===== src/rtl/dmem_bridge_pkg.sv =====
// Shared types and constants for the data-side bus bridge.
// Holds the bridge FSM encoding, the IO register offsets and the byte-lane merge helper.
package dmem_bridge_pkg;

  typedef enum logic [0:0] {
    DmIdle,
    DmMerge
  } dm_state_e;

  localparam logic [1:0] IoBeepOff = 2'd0;
  localparam logic [1:0] IoCntOff  = 2'd1;

  localparam logic [3:0] SelNone = 4'h0;
  localparam logic [3:0] SelFull = 4'hF;

  // Lanes with sel set take the new word, the rest keep the old word.
  function automatic logic [31:0] lane_merge(input logic [31:0] new_word,
                                             input logic [31:0] old_word,
                                             input logic [3:0]  sel);
    logic [31:0] res;
    res = old_word;
    for (int k = 0; k < 4; k++) begin
      if (sel[k]) begin
        res[8*k +: 8] = new_word[8*k +: 8];
      end
    end
    return res;
  endfunction

endpackage


===== src/rtl/dmem_bridge_if.sv =====
// Core-side data bus between the mips core and the data memory bridge.
// The core drives the request and must hold it stable while stall_o is high.
interface dmem_bridge_if;

  logic        ce_i;
  logic        we_i;
  logic [3:0]  sel_i;
  logic [31:0] addr_i;
  logic [31:0] data_i;
  logic [31:0] data_o;
  logic        stall_o;

  modport master (
    output ce_i,
    output we_i,
    output sel_i,
    output addr_i,
    output data_i,
    input  data_o,
    input  stall_o
  );

  modport slave (
    input  ce_i,
    input  we_i,
    input  sel_i,
    input  addr_i,
    input  data_i,
    output data_o,
    output stall_o
  );

endinterface


===== src/rtl/dmem_io_regs.sv =====
// Memory-mapped IO registers of the data bridge: beep control bit and a free-running
// cycle counter, plus the combinational IO read mux.
module dmem_io_regs
  import dmem_bridge_pkg::*;
(
  input  logic        clk,
  input  logic        rst,
  input  logic        wr_en_i,
  input  logic [1:0]  off_i,
  input  logic        sel0_i,
  input  logic        wdata0_i,
  output logic [31:0] rdata_o,
  output logic        beep_o
);

  logic        beep_ctrl_q;
  logic [31:0] cyc_cnt_q;

  always_ff @(posedge clk) begin
    if (!rst) begin
      beep_ctrl_q <= 1'b0;
      cyc_cnt_q   <= '0;
    end else begin
      cyc_cnt_q <= cyc_cnt_q + 32'd1;
      if (wr_en_i && (off_i == IoBeepOff) && sel0_i) begin
        beep_ctrl_q <= wdata0_i;
      end
    end
  end

  always_comb begin
    rdata_o = '0;
    case (off_i)
      IoBeepOff: rdata_o = {31'b0, beep_ctrl_q};
      IoCntOff:  rdata_o = cyc_cnt_q;
      default:   rdata_o = '0;
    endcase
  end

  assign beep_o = beep_ctrl_q;

endmodule


===== src/rtl/dmem_bridge.sv =====
// Data-side bridge from the mips core to the dataMem distributed RAM. Partial stores become a
// two-cycle read-modify-write; the top address nibble IO_BASE selects the IO register window.
module dmem_bridge
  import dmem_bridge_pkg::*;
#(
  parameter int unsigned RAM_AW  = 11,
  parameter logic [3:0]  IO_BASE = 4'h8
) (
  input  logic              clk,
  input  logic              rst,
  dmem_bridge_if.slave      bus,
  output logic              ram_we_o,
  output logic [RAM_AW-1:0] ram_a_o,
  output logic [31:0]       ram_d_o,
  input  logic [31:0]       ram_spo_i,
  output logic              io_beep_o
);

  dm_state_e   state_q;
  logic [31:0] merge_q;

  logic        io_hit;
  logic        ram_hit;
  logic        full_store;
  logic        part_store;
  logic [31:0] io_rdata;

  assign io_hit     = bus.ce_i & (bus.addr_i[31:28] == IO_BASE);
  assign ram_hit    = bus.ce_i & ~io_hit;
  assign full_store = ram_hit & bus.we_i & (bus.sel_i == SelFull);
  assign part_store = ram_hit & bus.we_i & (bus.sel_i != SelFull) & (bus.sel_i != SelNone);

  assign ram_a_o = bus.addr_i[RAM_AW+1:2];

  always_ff @(posedge clk) begin
    if (!rst) begin
      state_q <= DmIdle;
      merge_q <= '0;
    end else begin
      case (state_q)
        DmIdle: begin
          if (part_store) begin
            merge_q <= lane_merge(bus.data_i, ram_spo_i, bus.sel_i);
            state_q <= DmMerge;
          end
        end
        DmMerge: state_q <= DmIdle;
        default: state_q <= DmIdle;
      endcase
    end
  end

  // Write strobes are gated by rst so a store pending under reset never reaches the RAM.
  always_comb begin
    ram_we_o    = 1'b0;
    ram_d_o     = bus.data_i;
    bus.stall_o = 1'b0;
    if (state_q == DmMerge) begin
      ram_we_o = rst;
      ram_d_o  = merge_q;
    end else if (full_store) begin
      ram_we_o = rst;
    end else if (part_store) begin
      bus.stall_o = rst;
    end
  end

  always_comb begin
    bus.data_o = '0;
    if (io_hit) begin
      bus.data_o = io_rdata;
    end else if (ram_hit) begin
      bus.data_o = ram_spo_i;
    end
  end

  dmem_io_regs u_io (
    .clk      (clk),
    .rst      (rst),
    .wr_en_i  (io_hit & bus.we_i),
    .off_i    (bus.addr_i[3:2]),
    .sel0_i   (bus.sel_i[0]),
    .wdata0_i (bus.data_i[0]),
    .rdata_o  (io_rdata),
    .beep_o   (io_beep_o)
  );

  logic unused_addr;
  assign unused_addr = ^{bus.addr_i[27:RAM_AW+2], bus.addr_i[1:0]};

endmodule


===== src/flat_wrapper.sv =====
// flat-port wrapper written by rule: the top's interface ports become plain ports
module dmem_bridge_flat import dmem_bridge_pkg::*;
#(
  parameter int unsigned RAM_AW  = 11,
  parameter logic [3:0]  IO_BASE = 4'h8
)
  (clk, rst, ram_we_o, ram_a_o, ram_d_o, ram_spo_i, io_beep_o, bus_ce_i, bus_we_i, bus_sel_i, bus_addr_i, bus_data_i, bus_data_o, bus_stall_o);
  dmem_bridge_if bus_i ();
  input  logic clk;
  input  logic rst;
  output logic ram_we_o;
  output logic [RAM_AW-1:0] ram_a_o;
  output logic [31:0] ram_d_o;
  input  logic [31:0] ram_spo_i;
  output logic io_beep_o;
  input wire logic [$bits(bus_i.ce_i)-1:0] bus_ce_i;
  input wire logic [$bits(bus_i.we_i)-1:0] bus_we_i;
  input wire logic [$bits(bus_i.sel_i)-1:0] bus_sel_i;
  input wire logic [$bits(bus_i.addr_i)-1:0] bus_addr_i;
  input wire logic [$bits(bus_i.data_i)-1:0] bus_data_i;
  output wire logic [$bits(bus_i.data_o)-1:0] bus_data_o;
  output wire logic [$bits(bus_i.stall_o)-1:0] bus_stall_o;
  assign bus_i.ce_i = bus_ce_i;
  assign bus_i.we_i = bus_we_i;
  assign bus_i.sel_i = bus_sel_i;
  assign bus_i.addr_i = bus_addr_i;
  assign bus_i.data_i = bus_data_i;
  assign bus_data_o = bus_i.data_o;
  assign bus_stall_o = bus_i.stall_o;
  dmem_bridge #(.RAM_AW(RAM_AW), .IO_BASE(IO_BASE)) u_core (.clk(clk), .rst(rst), .bus(bus_i), .ram_we_o(ram_we_o), .ram_a_o(ram_a_o), .ram_d_o(ram_d_o), .ram_spo_i(ram_spo_i), .io_beep_o(io_beep_o));
endmodule

===== config.mk =====
export PLATFORM = sky130hd
export DESIGN_NAME = dmem_bridge_flat
export DESIGN_NICKNAME = d
export VERILOG_FILES = /design/src/rtl/dmem_bridge_pkg.sv /design/src/rtl/dmem_bridge_if.sv /design/src/rtl/dmem_io_regs.sv /design/src/rtl/dmem_bridge.sv /design/src/flat_wrapper.sv
export SDC_FILE = /design/constraint.sdc
export NUM_CORES = 1
export LEC_CHECK = 0
export BUFFER_PORTS_ARGS = -buffer_cell sky130_fd_sc_hd__clkbuf_2
export CAP_MARGIN = 20
export CORE_MARGIN = 2
export CORE_UTILIZATION = 49
export CTS_BUF_LIST = sky130_fd_sc_hd__clkbuf_8
export DETAILED_ROUTE_END_ITERATION = 8
export HOLD_SLACK_MARGIN = 0.03
export PLACE_DENSITY = 0.83
export RECOVER_POWER = 100
export SLEW_MARGIN = 20
export SYNTH_ARGS = -nofsm -noshare
export SYNTH_HDL_FRONTEND = slang
export SYNTH_SLANG_ARGS = --single-unit

===== constraint.sdc =====
create_clock -name clk -period 2.2 [get_ports clk]
set_input_delay 0.11 -clock clk [delete_from_list [all_inputs] [get_ports clk]]
set_output_delay 0.11 -clock clk [all_outputs]
set_load 0.05 [all_outputs]

Word-level counts from Yosys, hierarchy flattened
Cells that the tools add are included.

storage, ports and cells
  flip-flop bits (word level) = 66
  latch bits = 0
  bits in writable memories = 0
  ROM bits = 0
  output and inout bits = 78
  memories kept = 0

operators by class
  $add $sub $neg = 1
  multiply operators = 0
  divide/modulo/power cells = 0
  $lt $le $gt $ge = 0
  equal/unequal tests = 4
  shift operators = 0
  muxes and demuxes = 15
  bitwise logic cells = 9
  reduce and logical (&&, ||, !) cells = 5

operator list
  cell                     count
  $mux W32                 3
  $pmux W32 S2             1
  $add A32 B1 Y32 const B  1
  $mux W8                  4
  $eq A4 B4 Y1 const B     2
  $and A1 B1 Y1            7
  $mux W1                  6
  $ne A4 B4 Y1 const B     1
  $reduce_bool A4 Y1       1
  $eq A2 B1 Y1 const B     1
  $logic_and A1 B1 Y1      2
  $logic_not A2 Y1         1
  $not A1 Y1               2
  $pmux W1 S2              1
  $reduce_and A2 Y1        1

Logic depth before layout (Yosys ltp)
  depth after elaboration = 10
  depth in mapped cells = 8
  depth with buffers taken out = 5

By module
A second synthesis with hierarchy kept.

unflattened totals
  cells, all modules = 484
  area, all modules = 4334.2 sq um

modules (own cells, without submodules)
  module        times used  cells each  area each (sq um)  sequential area each (sq um)
  dmem_bridge   1           277         2570.0             660.6
  dmem_io_regs  1           207         1764.2             660.6

Worst setup path after synthesis
Ideal clock, no wire load.

  path type = input port to output port
  start = in bus_addr_i[29]
  end = out bus_data_o[10]
  arrival = 1.761 ns
  data required time = 2.090 ns
  slack = 0.329 ns
  stages = 4
  buffers on the path = 1
  cells stage by stage = or4b_4 > nor4b_2 > clkbuf_1 > a22o_1

between the ends
  longest elaborated chain between the ends = 6

ends and longest elaborated chain
  item             line                source
  from (decl)      flat_wrapper.sv:19  input wire logic [$bits(bus_i.addr_i)-1:0] bus_addr_i;
  $eq A4 B4 Y1 *   dmem_bridge.sv:28   assign io_hit = bus.ce_i & (bus.addr_i[31:28] == IO_BASE);
  $and A1 B1 Y1 *  dmem_bridge.sv:28
  $not A1 Y1       dmem_bridge.sv:29   assign ram_hit = bus.ce_i & ~io_hit;
  $and A1 B1 Y1    dmem_bridge.sv:29
  $mux W32         dmem_bridge.sv:72   end else if (ram_hit) begin
  $mux W32 *       dmem_bridge.sv:70   if (io_hit) begin
  to (decl)        flat_wrapper.sv:21  output wire logic [$bits(bus_i.data_o)-1:0] bus_data_o;

Mark *: on every way between the ends. The rest lies on a longest branch, timed or not.

Worst setup path after layout
  start = in bus_addr_i[29]
  end = out bus_data_o[11]

Same word-level chain as after synthesis.

==> impl_metrics.env <==
export IMPL_cp_arrival_ns=1.99
export IMPL_num_io_pins=182
export IMPL_period_share_pct=95.3
export IMPL_clock_sinks=66
export IMPL_synth_common_cells="dfxtp_1, a21oi_1, mux2i_1, a211oi_1, mux2_2"
export IMPL_clk_latency_ns=0.34
export IMPL_synth_edff_count=0
export IMPL_synthSimpleGateAreaFrac_pct=15.3
export IMPL_clkTransAtPathRegs_ns=0.08
export IMPL_antennaDiodeCount=0
export IMPL_yosysMostFrequentCell="dfxtp_1"
export IMPL_fmax_mhz=477
export IMPL_cts_path_max_buffers=2
export IMPL_grt_pass1_vias=3818
export IMPL_track_usage_pct=26.8
export IMPL_dieWidth_um=93.2
export IMPL_ys_flop_type="dfxtp_1"
export IMPL_wl_per_cell_um=17.9
export IMPL_grt_pass1_wl_um=18500
export IMPL_report_final_slew_viol_count=0
export IMPL_finalSetupTns_ns=0
export IMPL_gp_congestion=0.960
export IMPL_die_area_um2=8690
export IMPL_finalPower_mw=2.98
export IMPL_critPathKind="in -> out"
export IMPL_worstSetupStartpointType="primary input"
export IMPL_cts_buffers=9
export IMPL_initial_core_util_pct=50.5
export IMPL_antenna_found_initial=0
export IMPL_core_area_um2=7730
export IMPL_cts_resized=0
export IMPL_post_route_min_period_ns=2.10
export IMPL_post_cts_buffers=0
export IMPL_gr_total_overflow=0
export IMPL_grt_max_degree=37
export IMPL_async_flop_share_pct=0
export IMPL_drt_first_pass_iters=5
export IMPL_drive_gt1_share_pct=36.3
export IMPL_via_per_inst=6.10
export IMPL_p_int_mw=1.91
export IMPL_min_path_cells=3
export IMPL_die_h_um=93.2
export IMPL_synth_area_leaders="dfxtp_1, mux2i_1, mux2_2, a22o_1, a211oi_1"
export IMPL_tightest_slew_ns=1.32
export IMPL_vdd_drop_max_mv=0.295
export IMPL_vias=4068
export IMPL_synth_fp_nets=537
export IMPL_p_per_area_nw_per_um2=612
export IMPL_setup_viol=0
export IMPL_htreeDepth=3
export IMPL_ctsHoldBuffers=0
export IMPL_num_rows=32
export IMPL_fin_util_pct=62.9
export IMPL_p_leak_nw=2.02
export IMPL_seq_area_frac_synth_pct=33.9
export IMPL_cts_root_buffer="clkbuf_8"
export IMPL_synth_cell_types=46
export IMPL_whs_ns=0.0547
export IMPL_relSlewSlack_pct=12.0
export IMPL_drcViolationCount=0
export IMPL_netSwitchingPower_mw=1.06
export IMPL_yosysWarningCount=0
export IMPL_grt_setup_unrepaired="false"
export IMPL_port_buffers=146
export IMPL_rr_worst_depth=5
export IMPL_end_kind="primary output"
export IMPL_max_cap_violations=0
export IMPL_skew_ns=0.00938
export IMPL_synth_top_area_share_pct=33.9
export IMPL_critical_path_required_ns=2.09
export IMPL_power_frac_clock_pct=30.1
export IMPL_p_sw_share_pct=35.8
export IMPL_yosys_area_share_adder_pct=0.321
export IMPL_synth_compound_area_share_pct=22.1
export IMPL_seqPwrFrac_pct=42.7
export IMPL_hold_violations=0
export IMPL_nets=665
export IMPL_crit_path_max_fanout=36
export IMPL_syn_area_um2=3900
export IMPL_cts_tree="built"
export IMPL_totalWireLength_um=11900
export IMPL_drt_iter0_markers=271
export IMPL_synthXorXnorAreaFrac_pct=2.25
export IMPL_min_path_type="in -> reg"
export IMPL_hpwlAfterDp_um=8660
export IMPL_synth_top_area_cell="dfxtp_1"
export IMPL_p_comb_share_pct=27.2
export IMPL_muxShareOfSynthArea_pct=19.3
export IMPL_avgSynthCellArea_um2=9.02
export IMPL_ant_nets=0
export IMPL_synth_top_family_by_area="compound AO/OA/AOI/OAI gates"
export IMPL_ys_ff_latch=66
export IMPL_syn_to_final_growth_pct=24.7
export IMPL_status="complete, no violations"
export IMPL_syn_inst=432
[flip-flops by register name, indices dropped and copies added (netlist names)]
| register | cells |
|---|---|
| u_core.merge_q | 32 |
| u_core.u_io.cyc_cnt_q | 32 |
| u_core.u_io.beep_o | 1 |
| u_core.state_q | 1 |
[per-layer routing]
metal | vias up | track usage [%] | share of wire, %
met5 | - | 0 | 0
met4 | 0 | 13.0 | 2.7
met3 | 29 | 3.71 | 6.6
met2 | 188 | 44.1 | 50
met1 | 1962 | 34.6 | 41
li1 | 1889 | - | -
[cells by family (layout without fill, tap and decap cells)]
| family | Yosys count | count (layout) |
|---|---|---|
| AOI/OAI and AO/OA | 127 | 127 |
| DFF | 66 | 66 |
| buffers and inverters | 56 | 189 |
| and+or+nand+nor | 101 | 101 |
| xor gates and xnor gates | 10 | 10 |
| adders and majority gates | 1 | 1 |
| muxes | 71 | 71 |
[per-stage QoR]
step	area (µm²)	std cells	worst slack [ns]
2_1_floorplan	3900	432	0.329
5_1_grt	4860	667	0.0353
6_report	4860	667	0.104
3_3_place_gp	4840	651	0.270
3_5_place_dp	4840	651	0.191
4_1_cts	5010	667	0.187
[placed cells by master, fill, tap and decap left out, types with 9 or more instances in the layout]
cell      count
buf_4         9
clkbuf_2    130
nand2_1      15
nand3_1      13
nor2_1       16
a21oi_1      47
dfxtp_1      66
clkbuf_1     12
clkbuf_8      9
mux2i_1      39
mux2_2       32
a22o_1       31
a211oi_1     32
inv_1         9
[final timing paths]
path | slack, ns | startpoint | to
hold reg to reg | 0.49 | u_core.u_io.cyc_cnt_q[28] | u_core.u_io.cyc_cnt_q[28]
setup reg to reg | 0.16 | u_core.u_io.cyc_cnt_q[0] | u_core.u_io.cyc_cnt_q[14]
hold / removal | 0.05 | bus_data_i[0] | u_core.u_io.beep_o
setup / recovery | 0.10 | bus_addr_i[29] | bus_data_o[11]
[worst max-delay path, cell delays in order]
cell and delay [ns]:
clkbuf_2 0.09, or4b_4 0.57, and2_1 0.39, buf_6 0.30, a22o_1 0.27, clkbuf_2 0.24
[power groups by stage]
stage	Sequential, mW	Clock, mW	Combinational, mW
detailed placement	1.30	0	0.836
floorplan	1.29	0	0.612
global route	1.28	0.969	0.853
global placement	1.30	0	0.823
finish	1.27	0.895	0.810
CTS	1.27	0.901	0.840
[final cells by class]
cell class | count | area (µm²)
fill | 659 | 2860
multi-input combinational | 310 | 2310
sequential | 66 | 1320
timing repair buffer | 164 | 896
tap | 102 | 128
clock buffer | 9 | 124
clock inverter | 7 | 46.3
inverter | 9 | 33.8
(Power assumes the default switching activity.)
